$ cat config.mk
export PLATFORM = sky130hd
export DESIGN_NAME = vsd_caravel_flat
export DESIGN_NICKNAME = d
export VERILOG_FILES = /design/src/rtl/vsd_caravel_if.sv /design/src/rtl/vsd_caravel.sv /design/src/flat_wrapper.sv
export SDC_FILE = /design/constraint.sdc
export NUM_CORES = 1
export LEC_CHECK = 0
export BUFFER_PORTS_ARGS = -buffer_cell sky130_fd_sc_hd__buf_2
export CORE_ASPECT_RATIO = 0.7
export CORE_MARGIN = 10
export CORE_UTILIZATION = 58
export CTS_CLUSTER_SIZE = 30
export DETAILED_ROUTE_END_ITERATION = 10
export MAX_ROUTING_LAYER = met4
export PLACE_DENSITY = 0.79
export SETUP_SLACK_MARGIN = 0.4
export SLEW_MARGIN = 10
export SYNTH_ARGS = -nofsm -noshare
export SYNTH_HDL_FRONTEND = slang
export SYNTH_SLANG_ARGS = --single-unit
$ cat constraint.sdc
create_clock -name clock -period 3.52 [get_ports clock]
set_input_delay 0.704 -clock clock [delete_from_list [all_inputs] [get_ports clock]]
set_output_delay 0.704 -clock clock [all_outputs]
set_load 0.01 [all_outputs]
$ cat src/rtl/vsd_caravel_if.sv
// Housekeeping SPI pins. The host drives clock, select and data in.
// The device drives data out and its output enable.
interface vsd_caravel_if;
    logic hk_sck;
    logic hk_csb;
    logic hk_sdi;
    logic hk_sdo;
    logic hk_sdo_oe;

    modport master (output hk_sck, hk_csb, hk_sdi, input  hk_sdo, hk_sdo_oe);
    modport slave  (input  hk_sck, hk_csb, hk_sdi, output hk_sdo, hk_sdo_oe);
endinterface

$ cat src/rtl/vsd_caravel.sv
// Housekeeping SPI slave. A command/address/data byte stream accesses a small
// configuration register file that drives the PLL and system control outputs.
module vsd_caravel #(
    parameter logic [11:0] MFG_ID  = 12'h456,
    parameter logic [7:0]  PROD_ID = 8'h11,
    parameter logic [31:0] USER_ID = 32'h0
) (
    input  logic         clock,
    input  logic         resetb,
    vsd_caravel_if.slave hk,
    input  logic         trap,
    output logic         pll_ena,
    output logic         pll_dco_ena,
    output logic         pll_bypass,
    output logic         irq,
    output logic         ext_reset,
    output logic [25:0]  pll_trim,
    output logic [5:0]   pll_sel,
    output logic [4:0]   pll_div
);

    typedef enum logic [1:0] {ST_COMMAND, ST_ADDRESS, ST_DATA, ST_IGNORE} state_t;
    state_t state_q, state_d;

    logic [2:0] sck_sync;
    logic [1:0] csb_sync;
    logic [1:0] sdi_sync;
    logic       armed;
    logic [2:0] bit_cnt;
    logic [6:0] shift_in;
    logic [7:0] shift_out;
    logic [7:0] addr_q;
    logic       cmd_rd, cmd_wr, sdo_q;

    logic [1:0] r08;
    logic       r09, r0a, r0b;
    logic [7:0] r0d, r0e, r0f;
    logic [1:0] r10;
    logic [5:0] r11;
    logic [4:0] r12;

    logic       active, sck_rise, sck_fall, byte_done, cmd_ok;
    logic [7:0] byte_in, rd_addr, rd_data;

    // armed stays low after reset until chip select is seen high, so a transfer
    // already in flight when reset was released is ignored in full.
    assign active    = armed & ~csb_sync[1];
    assign sck_rise  = sck_sync[1] & ~sck_sync[2];
    assign sck_fall  = ~sck_sync[1] & sck_sync[2];
    assign byte_in   = {shift_in, sdi_sync[1]};
    assign byte_done = active & sck_rise & (bit_cnt == 3'd7);
    assign cmd_ok    = (byte_in == 8'h80) || (byte_in == 8'h40) || (byte_in == 8'hC0);

    always_ff @(posedge clock) begin
        if (!resetb) begin
            sck_sync <= '0;
            csb_sync <= '0;
            sdi_sync <= '0;
            armed    <= 1'b0;
        end else begin
            sck_sync <= {sck_sync[1:0], hk.hk_sck};
            csb_sync <= {csb_sync[0], hk.hk_csb};
            sdi_sync <= {sdi_sync[0], hk.hk_sdi};
            if (csb_sync[1]) armed <= 1'b1;
        end
    end

    always_ff @(posedge clock) begin
        if (!resetb) state_q <= ST_COMMAND;
        else         state_q <= state_d;
    end

    always_comb begin
        state_d = state_q;
        if (!active) begin
            state_d = ST_COMMAND;
        end else if (byte_done) begin
            case (state_q)
                ST_COMMAND: state_d = cmd_ok ? ST_ADDRESS : ST_IGNORE;
                ST_ADDRESS: state_d = ST_DATA;
                default:    state_d = state_q;
            endcase
        end
    end

    // The readback path serves the address byte itself, or the next address while streaming.
    assign rd_addr = (state_q == ST_ADDRESS) ? byte_in : addr_q + 8'd1;

    always_comb begin
        rd_data = '0;
        case (rd_addr)
            8'h01: rd_data = {4'h0, MFG_ID[11:8]};
            8'h02: rd_data = MFG_ID[7:0];
            8'h03: rd_data = PROD_ID;
            8'h04: rd_data = USER_ID[31:24];
            8'h05: rd_data = USER_ID[23:16];
            8'h06: rd_data = USER_ID[15:8];
            8'h07: rd_data = USER_ID[7:0];
            8'h08: rd_data = {6'h0, r08};
            8'h09: rd_data = {7'h0, r09};
            8'h0a: rd_data = {7'h0, r0a};
            8'h0b: rd_data = {7'h0, r0b};
            8'h0c: rd_data = {7'h0, trap};
            8'h0d: rd_data = r0d;
            8'h0e: rd_data = r0e;
            8'h0f: rd_data = r0f;
            8'h10: rd_data = {6'h0, r10};
            8'h11: rd_data = {2'h0, r11};
            8'h12: rd_data = {3'h0, r12};
            default: rd_data = '0;
        endcase
    end

    always_ff @(posedge clock) begin
        if (!resetb) begin
            bit_cnt   <= '0;
            shift_in  <= '0;
            shift_out <= '0;
            addr_q    <= '0;
            cmd_rd    <= 1'b0;
            cmd_wr    <= 1'b0;
            sdo_q     <= 1'b0;
            r08 <= 2'h2;
            r09 <= 1'b1;
            r0a <= 1'b0;
            r0b <= 1'b0;
            r0d <= 8'hff;
            r0e <= 8'hef;
            r0f <= 8'hff;
            r10 <= 2'h3;
            r11 <= 6'h12;
            r12 <= 5'h04;
        end else if (!active) begin
            bit_cnt <= '0;
            sdo_q   <= 1'b0;
        end else if (sck_rise) begin
            bit_cnt  <= bit_cnt + 3'd1;
            shift_in <= byte_in[6:0];
            if (bit_cnt == 3'd7) begin
                case (state_q)
                    ST_COMMAND: begin
                        cmd_rd <= cmd_ok & byte_in[6];
                        cmd_wr <= cmd_ok & byte_in[7];
                    end
                    ST_ADDRESS: begin
                        addr_q    <= byte_in;
                        shift_out <= rd_data;
                    end
                    ST_DATA: begin
                        addr_q    <= addr_q + 8'd1;
                        shift_out <= rd_data;
                        if (cmd_wr) begin
                            case (addr_q)
                                8'h08: r08 <= byte_in[1:0];
                                8'h09: r09 <= byte_in[0];
                                8'h0a: r0a <= byte_in[0];
                                8'h0b: r0b <= byte_in[0];
                                8'h0d: r0d <= byte_in;
                                8'h0e: r0e <= byte_in;
                                8'h0f: r0f <= byte_in;
                                8'h10: r10 <= byte_in[1:0];
                                8'h11: r11 <= byte_in[5:0];
                                8'h12: r12 <= byte_in[4:0];
                                default: ;
                            endcase
                        end
                    end
                    default: ;
                endcase
            end
        end else if (sck_fall && state_q == ST_DATA && cmd_rd) begin
            sdo_q     <= shift_out[7];
            shift_out <= {shift_out[6:0], 1'b0};
        end
    end

    assign hk.hk_sdo    = sdo_q;
    assign hk.hk_sdo_oe = active & (state_q == ST_DATA) & cmd_rd;

    assign pll_ena     = r08[0];
    assign pll_dco_ena = r08[1];
    assign pll_bypass  = r09;
    assign irq         = r0a;
    assign ext_reset   = r0b;
    assign pll_trim    = {r10, r0f, r0e, r0d};
    assign pll_sel     = r11;
    assign pll_div     = r12;

endmodule

$ cat src/flat_wrapper.sv
// flat-port wrapper written by rule: the top's interface ports become plain ports
module vsd_caravel_flat 
#(
    parameter logic [11:0] MFG_ID  = 12'h456,
    parameter logic [7:0]  PROD_ID = 8'h11,
    parameter logic [31:0] USER_ID = 32'h0
)
  (clock, resetb, trap, pll_ena, pll_dco_ena, pll_bypass, irq, ext_reset, pll_trim, pll_sel, pll_div, hk_hk_sck, hk_hk_csb, hk_hk_sdi, hk_hk_sdo, hk_hk_sdo_oe);
  vsd_caravel_if hk_i ();
  input  logic clock;
  input  logic resetb;
  input  logic trap;
  output logic pll_ena;
  output logic pll_dco_ena;
  output logic pll_bypass;
  output logic irq;
  output logic ext_reset;
  output logic [25:0] pll_trim;
  output logic [5:0] pll_sel;
  output logic [4:0] pll_div;
  input wire logic [$bits(hk_i.hk_sck)-1:0] hk_hk_sck;
  input wire logic [$bits(hk_i.hk_csb)-1:0] hk_hk_csb;
  input wire logic [$bits(hk_i.hk_sdi)-1:0] hk_hk_sdi;
  output wire logic [$bits(hk_i.hk_sdo)-1:0] hk_hk_sdo;
  output wire logic [$bits(hk_i.hk_sdo_oe)-1:0] hk_hk_sdo_oe;
  assign hk_i.hk_sck = hk_hk_sck;
  assign hk_i.hk_csb = hk_hk_csb;
  assign hk_i.hk_sdi = hk_hk_sdi;
  assign hk_hk_sdo = hk_i.hk_sdo;
  assign hk_hk_sdo_oe = hk_i.hk_sdo_oe;
  vsd_caravel #(.MFG_ID(MFG_ID), .PROD_ID(PROD_ID), .USER_ID(USER_ID)) u_core (.clock(clock), .resetb(resetb), .hk(hk_i), .trap(trap), .pll_ena(pll_ena), .pll_dco_ena(pll_dco_ena), .pll_bypass(pll_bypass), .irq(irq), .ext_reset(ext_reset), .pll_trim(pll_trim), .pll_sel(pll_sel), .pll_div(pll_div));
endmodule
==> impl_metrics.toml, run 1 <==
[setup_path]
worst-path-stages = 9
cp_cell_sequence = "inv_1 -> ha_2 -> or4b_4 -> o211ai_2 -> o32ai_2 -> o32ai_2 -> nand3_2 -> or3_1 -> a31oi_1"
critical_path_peak_fanout = 21
critical_path.endpoint_type = "register"
worstSetupStartpoint = "u_core.state_q[1]"
setup.worst_path.start_class = "register"
critical_path.n_buffers_inverters = 1
crit_path_top_delay_cell = "or4b_4"
setup.worst_path.class = "reg2reg"
setup.reg_to_reg.worst_slack_ns = 0.75
r2r-start = "u_core.state_q[1]"
arrival_ns = 3.08
cp_slowest_stage_delay_ns = 0.51
critical_path_s_top_delay_family = "simple AND/OR/NAND/NOR gates"
worst-r2r-cell-count = 9
critical-path-top-cell-by-count = "o32ai_2"
timing.critical_path.to = "u_core.shift_out[7]"
cp.required_ns = 3.84
reg2reg_to = "u_core.shift_out[7]"

[floorplanning]
design.core.area_um2 = 7220
design.die.area_um2 = 11200
die_x_extent_um = 123
chipHeight_um = 91.8
boundaryPins = 50
initial_utilization_pct = 59.1
num_rows = 26

[clocking]
cts.repair_timing.setup_buffer_count = 0
cts.reportedPaths.clkPinSlew_ns = 0.09
cts.repair.resized = 0
cts.htree.levels = 3
clock_sink_count = 81
number_of_buffers_inserted_during_clock_tree_synthesis = 9
cts_tree = "done"
cts_max_path_buffers = 2
worst_skew_pair.late_latency_ns = 0.38
cts-root-buf = "clkbuf_8"
cts-hold-fix-buffers = 0

[synthesis]
synth_top_area_share_pct = 38.0
post_synth.cell_area_avg_um2 = 8.29
most_area_hungry_cell_type_in_the_yosys_netlist = "dfxtp_1"
synth.ff_latch_count = 81
synth_cell_types = 60
synth_area_leaders = "dfxtp_1, mux2i_1, nand2_1, o21ai_0, a21boi_0"
syn-num-nets = 530
ys_async_rst_share_pct = 0
dominantRegCellSynth = "dfxtp_1"
syn_area_um2 = 4270
number_of_enable_type_register_cells_in_the_synthesized_netlist = 0
syn-instance-count = 515
seq_area_frac_synth_pct = 38.0
yosys_warnings = 0

[run]
drv.max_cap_violation_count = 0

[placed_design]
detailed_place.area_um2 = 4570
dpl.hpwl_mm = 8.80
io_buffer_count = 49
gp_routability_congestion = 0.935
post-place-ws_ns = 0.575

[detailed_routing]
wire_per_inst_um = 18.8
vias = 3983
drc = 0
drt-pass1-iter-count = 6
drt_first_iter_violations = 417
number_of_nets_with_antenna_violations_after_routing = 0
drt_wl_total_mm = 12.3
detail_route.vias_per_cell = 6.09

[timing]
final_hold_viols = 0
grt_setup_unrepaired = "no"
timing.fmax_mhz = 361
final.min_clock_period_ns = 2.77
layout_setup_ws_ns = 0.753
final_setup_violation_count = 0
maxSlewViolCount = 0
tightestPinTransition_ns = 0.722
final.setup.tns_ns = 0
post-route-period-util_pct = 78.6
timing.clock.skew_ns = 0.00754
relSlewSlack_pct = 51.4

[grt]
grt_pass1_vias = 3785
globalRouteMet1Util_pct = 30.6
globalRouteMet3Util_pct = 6.12
grt_pass1_wl_mm = 19.7
grt_antenna_before_repair = 0
track_usage_pct = 22.4
groute.layer.met2.usage_pct = 31.6
grt_max_degree = 45
top_usage_layer = "met2"
gr-total-overflow = 0

[final_layout]
post-route-cell-area_um2 = 4820
post_route_cells_drive_above_1_share_pct = 16.5
finalNetCount = 566
layout-area-overhead-vs-synth_pct = 12.9
num_antenna_cells = 0

[pwr]
vdd_drop_max_v = 0.000282
power_per_cell_area_nw_per_um2 = 376
leakage_nw = 1.99

[status]
outcome = "complete, no violations"

[min_path]
hold_path_class = "reg2reg"
==> state kept, by name, summed over array words and instances (netlist names), 3 cells and up <==
register and flops:
u_core.shift_in 7, u_core.pll_div 5, u_core.addr_q 8, u_core.pll_sel 6
u_core.r0f 8, u_core.shift_out 8, u_core.sck_sync 3, u_core.r0d 8
u_core.r0e 8, u_core.bit_cnt 3
==> placed cells by master, fill, tap and decap left out, types with 4 or more instances in the layout <==
cell      instances
nand2_1          86
dfxtp_1          80
buf_2            49
mux2i_1          38
o21ai_0          29
nor2_1           26
nand3_1          22
a21oi_1          20
a21boi_0         18
nor3_1           15
nor2b_1          14
and2_1           13
buf_4            12
inv_1            11
clkbuf_8          9
a31oi_1           8
ha_1              8
and3_1            6
o22ai_1           6
nand2b_1          6
a22oi_1           6
or3_1             5
a22o_1            4
mux2_2            4
==> logic make-up after synthesis <==
kind of cell    Yosys count  share of synthesized area [%]
mux                      42                           9.97
compound gates          124                           20.3
xor+xnor                  4                          0.821
buf+inv                  47                           4.72
fa+ha+maj                 9                           2.64
simple gates            208                           23.5
flops                    81                           38.0
==> worst min path at each step <==
stage,slack (ns),cells after the start,end,startpoint
5_1_grt,0.45,1,u_core.sck_sync[1],u_core.sck_sync[0]
4_1_cts,0.44,1,u_core.sck_sync[1],u_core.sck_sync[0]
2_1_floorplan,0.41,1,u_core.csb_sync[1],u_core.csb_sync[0]
3_3_place_gp,0.41,1,u_core.sdi_sync[1],u_core.sdi_sync[0]
6_report,0.44,1,u_core.sck_sync[1],u_core.sck_sync[0]
3_5_place_dp,0.42,1,u_core.sck_sync[1],u_core.sck_sync[0]
==> cell usage after synthesis (2+ instances only) <==
library cell  count
nand2_1          86
dfxtp_1          81
mux2i_1          38
o21ai_0          29
nor2_1           26
clkbuf_1         23
nand3_1          22
a21oi_1          20
a21boi_0         18
nor3_1           15
nor2b_1          14
and2_1           13
inv_1            11
buf_2            10
ha_1              9
a31oi_1           8
a22oi_1           6
and3_1            6
nand2b_1          6
o22ai_1           6
or3_1             5
a22o_1            4
mux2_2            4
nand4_1           3
o211ai_1          3
o21a_1            3
o31ai_1           3
xnor2_1           3
a211o_1           2
a311o_1           2
a32o_1            2
nand3b_1          2
nand4b_1          2
o31a_1            2
o32ai_1           2
o32ai_2           2
==> stage by stage <==
| step | hold slack, ns | std cells | total power, mW | utilization [%] |
|---|---|---|---|---|
| after global routing | 0.447 | 654 | 1.85 | 66.7 |
| final | 0.438 | 654 | 1.81 | 66.7 |
| after global placement | 0.413 | 638 | 0.975 | 63.2 |
| after detailed placement | 0.418 | 638 | 0.976 | 63.2 |
| after floorplan | 0.412 | 515 | 0.966 | - |
| after CTS | 0.438 | 654 | 1.81 | 66.6 |
==> final cells by class <==
| class | count | area, um2 |
|---|---|---|
| tap | 98 | 123 |
| clock buffer | 9 | 124 |
| sequential | 81 | 1620 |
| timing repair buffer | 61 | 335 |
| clock inverter | 7 | 124 |
| fill | 620 | 2400 |
| multi-input combinational | 387 | 2450 |
| inverter | 11 | 41.3 |
==> power by group <==
group | internal (mW) | switching (mW) | leakage, nW | total [mW]
combinational | 0.0116 | 0.0188 | 1.21 | 0.0305
sequential | 0.919 | 0.00425 | 0.655 | 0.924
clock | 0.479 | 0.375 | 0.126 | 0.855
total | 1.41 | 0.399 | 1.99 | 1.81
==> per-layer routing <==
layer,routed length [um],vias up,share of wire (%)
li1,-,1894,-
met1,5800,1926,47
met2,5450,145,44
met3,879,18,7.1
met4,174,0,1.4
met5,0,-,0
Power figures use the tool's default switching activity.
==> run 2, diff against run 1 <==
--- a/config.mk
+++ b/config.mk
@@ -8,11 +8,11 @@
 export BUFFER_PORTS_ARGS = -buffer_cell sky130_fd_sc_hd__buf_2
 export CORE_ASPECT_RATIO = 0.7
 export CORE_MARGIN = 10
-export CORE_UTILIZATION = 58
+export CORE_UTILIZATION = 53
 export CTS_CLUSTER_SIZE = 30
 export DETAILED_ROUTE_END_ITERATION = 10
 export MAX_ROUTING_LAYER = met4
-export PLACE_DENSITY = 0.79
+export PLACE_DENSITY = 0.76
 export SETUP_SLACK_MARGIN = 0.4
 export SLEW_MARGIN = 10
 export SYNTH_ARGS = -nofsm -noshare
==> constraint.sdc (replaced) <==
create_clock -name clock -period 2.5 [get_ports clock]
set_input_delay 0.5 -clock clock [delete_from_list [all_inputs] [get_ports clock]]
set_output_delay 0.5 -clock clock [all_outputs]
set_load 0.01 [all_outputs]
==> run 2 against run 1 <==
  * Largest power group unchanged
  * Combinational power grew 69%
  * Clock skew fell by 0.00068 ns
  * Flip-flop and latch count unchanged
  * Setup slack got worse by 0.60 ns
  * Total power is 40% higher
  * Register-to-register slack got worse by 0.60 ns
  * Core utilization rose by 1.3 points
  * Worst hold slack worse by 0.071 ns
==> impl_metrics.toml, run 2 (synthesis results as in run 1) <==
[status]
outcome = "complete, no violations"

[clocking]
cts.htree.levels = 3
cts-root-buf = "clkbuf_16"
clock_sink_count = 81
cts-hold-fix-buffers = 0
worst_skew_pair.late_latency_ns = 0.34
cts.reportedPaths.clkPinSlew_ns = 0.06
cts_max_path_buffers = 2
number_of_buffers_inserted_during_clock_tree_synthesis = 9
cts_tree = "done"

[timing]
tightestPinTransition_ns = 0.531
final.setup.tns_ns = 0
timing.fmax_mhz = 427
timing.clock.skew_ns = 0.00686
final.min_clock_period_ns = 2.34
final_hold_viols = 0
grt_setup_unrepaired = "yes"
final_setup_violation_count = 0
maxSlewViolCount = 0
post-route-period-util_pct = 93.8
relSlewSlack_pct = 64.4

[detailed_routing]
drt_first_iter_violations = 518
vias = 4251
detail_route.vias_per_cell = 6.15
wire_per_inst_um = 19.5
number_of_nets_with_antenna_violations_after_routing = 0
drt_wl_total_mm = 13.5
drt-pass1-iter-count = 5
drc = 0

[setup_path]
arrival_ns = 2.57
reg2reg_to = "u_core.shift_out[0]"
cp_cell_sequence = "inv_2 -> ha_4 -> buf_12 -> clkinvlp_4 -> buf_4 -> o221ai_2 -> nor2_1 -> nor4b_1 -> a211o_1 -> o311a_1"
cp_slowest_stage_delay_ns = 0.33
critical_path_s_top_delay_family = "compound AO/OA/AOI/OAI gates"
worst-r2r-cell-count = 10
setup.reg_to_reg.worst_slack_ns = 0.16
setup.worst_path.start_class = "register"
critical_path_peak_fanout = 17
r2r-start = "u_core.state_q[1]"
critical_path.n_buffers_inverters = 4
setup.worst_path.class = "reg2reg"
crit_path_top_delay_cell = "dfxtp_2"
critical_path.endpoint_type = "register"
cp.required_ns = 2.72

[min_path]
end_point_of_the_most_critical_hold_path = "u_core.sck_sync[0]"
hold_path_class = "in2reg"
min_path_cells = 2
startpoint_of_the_most_critical_hold_path = "hk_hk_sck"

[grt]
grt_pass1_vias = 4235
gr-total-overflow = 0
track_usage_pct = 22.6
grt_pass1_wl_mm = 21.6
grt_antenna_before_repair = 0
grt_max_degree = 57

[pwr]
leakage_nw = 2.22
fin_total_pwr_mw = 2.54
vdd_drop_max_v = 0.000505
power_per_cell_area_nw_per_um2 = 476

[floorplanning]
boundaryPins = 50
num_rows = 27
design.core.area_um2 = 7840
design.die.area_um2 = 12100
initial_utilization_pct = 54.5
chipHeight_um = 95.1
die_x_extent_um = 127

[final_layout]
layout_common_cells = "nand2_1, dfxtp_1, buf_2"
layout_commonest_cell = "nand2_1"
finalNetCount = 602
layout-area-overhead-vs-synth_pct = 24.8
post_route_cells_drive_above_1_share_pct = 26.8
num_antenna_cells = 0
layout.core_utilization_pct = 68.0

[run]
drv.max_cap_violation_count = 0

[placed_design]
io_buffer_count = 49
gp_routability_congestion = 0.981
dpl.hpwl_mm = 9.42
[run 2: timing repair]
| action | CTS | global route |
|---|---|---|
| setup endpoints to repair | 16 | 21 |
| hold endpoints to repair | 0 | 0 |
| gates resized for setup | 28 | 12 |
| pin swaps | 6 | 2 |
| setup buffers | 13 | 4 |
[run 2: how the worst max path moves through the flow]
stage,startpoint,to,slack (ns),cells after the start
final,u_core.state_q[1],u_core.shift_out[0],0.16,10
after global routing,u_core.state_q[1],u_core.shift_out[7],0.06,9
after CTS,u_core.state_q[1],u_core.shift_out[7],0.19,9
after detailed placement,u_core.state_q[1],u_core.shift_out[0],0.06,10
after global placement,u_core.addr_q[1],u_core.shift_out[7],0.13,8
after floorplan,u_core.state_q[1],u_core.shift_out[3],0.28,10
[run 2: metrics by stage]
step	setup slack (ns)	cells	hold WS, ns	cell area (um2)
finish	0.155	691	0.367	5330
global route	0.0606	691	0.385	5330
CTS	0.187	687	0.364	5250
detailed placement	0.0570	660	0.426	4780
global placement	0.134	660	0.416	4780
floorplan	0.278	515	0.412	4340
[run 2: final cells by class]
cell class	instances	area (um2)
well taps	101	126
flip-flops and latches	81	1630
clock buffers	9	225
multi-input cells	387	2630
fillers	632	2510
repair buffers	97	638
clock inverters	5	33.8
inverters	11	45.0
[run 2: metal layers]
metal,up-vias,track usage [%],wire [um]
met4,0,7.47,263
li1,1967,-,-
met3,28,6.93,1500
met2,241,34.6,5970
met5,-,-,0
met1,2015,28.0,5740
[run 2: where the power goes]
part	internal [mW]	switching, mW	leakage, nW	total [mW]
clock network	0.661	0.525	0.124	1.19
logic	0.0208	0.0308	1.44	0.0515
registers	1.30	0.00271	0.658	1.30
total	1.98	0.559	2.22	2.54
==> run 3, diff against run 2 <==
--- a/config.mk
+++ b/config.mk
@@ -13,6 +13,7 @@
 export DETAILED_ROUTE_END_ITERATION = 10
 export MAX_ROUTING_LAYER = met4
 export PLACE_DENSITY = 0.76
+export REMOVE_ABC_BUFFERS = 1
 export SETUP_SLACK_MARGIN = 0.4
 export SLEW_MARGIN = 10
 export SYNTH_ARGS = -nofsm -noshare
==> run 3 against run 2 <==
  * Clock skew is essentially flat
  * Sequential power is essentially flat
  * Maximum frequency grew 2.8%
  * Sequential share of layout area shrank 0.91 points
  * Clock power grew 26%
  * Core utilization grew 2.0 points
  * Flip-flop and latch count is the same
==> impl_metrics.toml, run 3 (synthesis results as in run 1) <==
[setup_path]
setup.worst_path.start_class = "register"
cp.required_ns = 2.76
setup.worst_path.class = "reg2reg"
arrival_ns = 2.54
critical_path_peak_fanout = 6
critical_path.endpoint_type = "register"

[floorplanning]
die_x_extent_um = 127
chipHeight_um = 95.1
boundaryPins = 50
initial_utilization_pct = 54.5
design.core.area_um2 = 7840
design.die.area_um2 = 12100
num_rows = 27

[pwr]
fin_total_pwr_mw = 2.85
vdd_drop_max_v = 0.000411
leakage_nw = 2.30
power_per_cell_area_nw_per_um2 = 520

[final_layout]
layout.core_utilization_pct = 70.0
layout-area-overhead-vs-synth_pct = 28.6
finalNetCount = 611
layout_commonest_cell = "nand2_1"
num-fill-cells = 623
num_antenna_cells = 0
post_route_cells_drive_above_1_share_pct = 28.7
layout_common_cells = "nand2_1, dfxtp_1, buf_4"

[detailed_routing]
number_of_nets_with_antenna_violations_after_routing = 0
drt_wl_total_mm = 13.6
drt_first_iter_violations = 449
wire_per_inst_um = 19.4
drt-pass1-iter-count = 6
vias = 4350
detail_route.vias_per_cell = 6.21
drc = 0

[status]
outcome = "complete, no violations"

[timing]
final_setup_violation_count = 0
final.setup.tns_ns = 0
grt_setup_unrepaired = "yes"
timing.clock.skew_ns = 0.00661
final.min_clock_period_ns = 2.28
maxSlewViolCount = 0
timing.fmax_mhz = 438
tightestPinTransition_ns = 0.552
relSlewSlack_pct = 63.2
final_hold_viols = 0
post-route-period-util_pct = 91.2

[grt]
grt_pass1_wl_mm = 20.8
grt_antenna_before_repair = 0
grt_pass1_vias = 3948
grt_max_degree = 30
track_usage_pct = 21.9
gr-total-overflow = 0

[clocking]
clock_sink_count = 81
number_of_buffers_inserted_during_clock_tree_synthesis = 9
cts_tree = "done"
cts-root-buf = "clkbuf_16"
worst_skew_pair.late_latency_ns = 0.34
cts.reportedPaths.clkPinSlew_ns = 0.06
cts.htree.levels = 3
cts_max_path_buffers = 2

[run]
drv.max_cap_violation_count = 0

[placed_design]
io_buffer_count = 49
gp_routability_congestion = 1.07
dpl.hpwl_mm = 9.69

[min_path]
hold_path_class = "in2reg"
run 3: cell count changes in the layout (fill, tap and decap cells not counted), moves of 3 or more:
cell / previous run / this run
buf_6: 2 / 5
o21ai_1: 0 / 3
bufinv_16: 0 / 3
buf_4: 44 / 51
o21ai_0: 29 / 26
run 3: final timing paths:
| check | from | endpoint | slack, ns | cells past startpoint |
|---|---|---|---|---|
| min reg2reg | u_core.csb_sync[0] | u_core.csb_sync[1] | 0.44 | 1 |
| max | u_core.state_q[1] | u_core.shift_out[6] | 0.22 | 11 |
| max reg2reg | u_core.state_q[1] | u_core.shift_out[6] | 0.22 | 11 |
| min | hk_hk_sdi | u_core.sdi_sync[0] | 0.37 | 2 |
run 3: metrics by stage:
step / std cells / setup slack, ns / area [um2] / hold WS (ns)
finish: 701 / 0.219 / 5490 / 0.368
floorplan: 479 / -0.364 / 4110 / 0.412
global placement: 672 / 0.126 / 4800 / 0.414
global route: 701 / 0.131 / 5490 / 0.377
detailed placement: 672 / 0.0278 / 4800 / 0.424
CTS: 697 / 0.245 / 5360 / 0.367
run 3: cell type report:
class | instances | area [um2] | area share, %
inverters | 11 | 45.0 | 0.821
repair buffers | 106 | 699 | 12.7
flip-flops and latches | 81 | 1630 | 29.7
well taps | 101 | 126 | 2.30
clock buffers | 10 | 229 | 4.17
multi-input cells | 387 | 2650 | 48.3
clock inverters | 5 | 104 | 1.89
run 3: metal layers:
metal | vias up | wire, um | GRT usage (%)
li1 | 1990 | - | -
met1 | 2083 | 6090 | 28.9
met2 | 235 | 5940 | 31.9
met3 | 42 | 1300 | 6.15
met4 | 0 | 300 | 6.81
met5 | - | 0 | -
run 3: timing repair:
item | CTS | global route
endpoints found under the setup margin | 10 | 27
setup buffers | 10 | 4
pin swaps | 5 | 6
gates resized for setup | 36 | 22
hold buffers | 0 | 0
run 3: where the power goes:
group	switching [mW]	internal (mW)	leakage, nW
combinational	0.0325	0.0214	1.48
sequential	0.00409	1.30	0.659
clock	0.526	0.972	0.163
run 3: worst max-delay path, stage by stage (launching register included):
cell      delay, ns
dfxtp_2        0.33
inv_2          0.05
ha_4           0.16
buf_8          0.13
nand4b_1       0.20
o211ai_2       0.24
o32ai_4        0.12
o32ai_4        0.31
nand3_2        0.15
buf_6          0.17
nand3b_1       0.18
a31oi_1        0.16
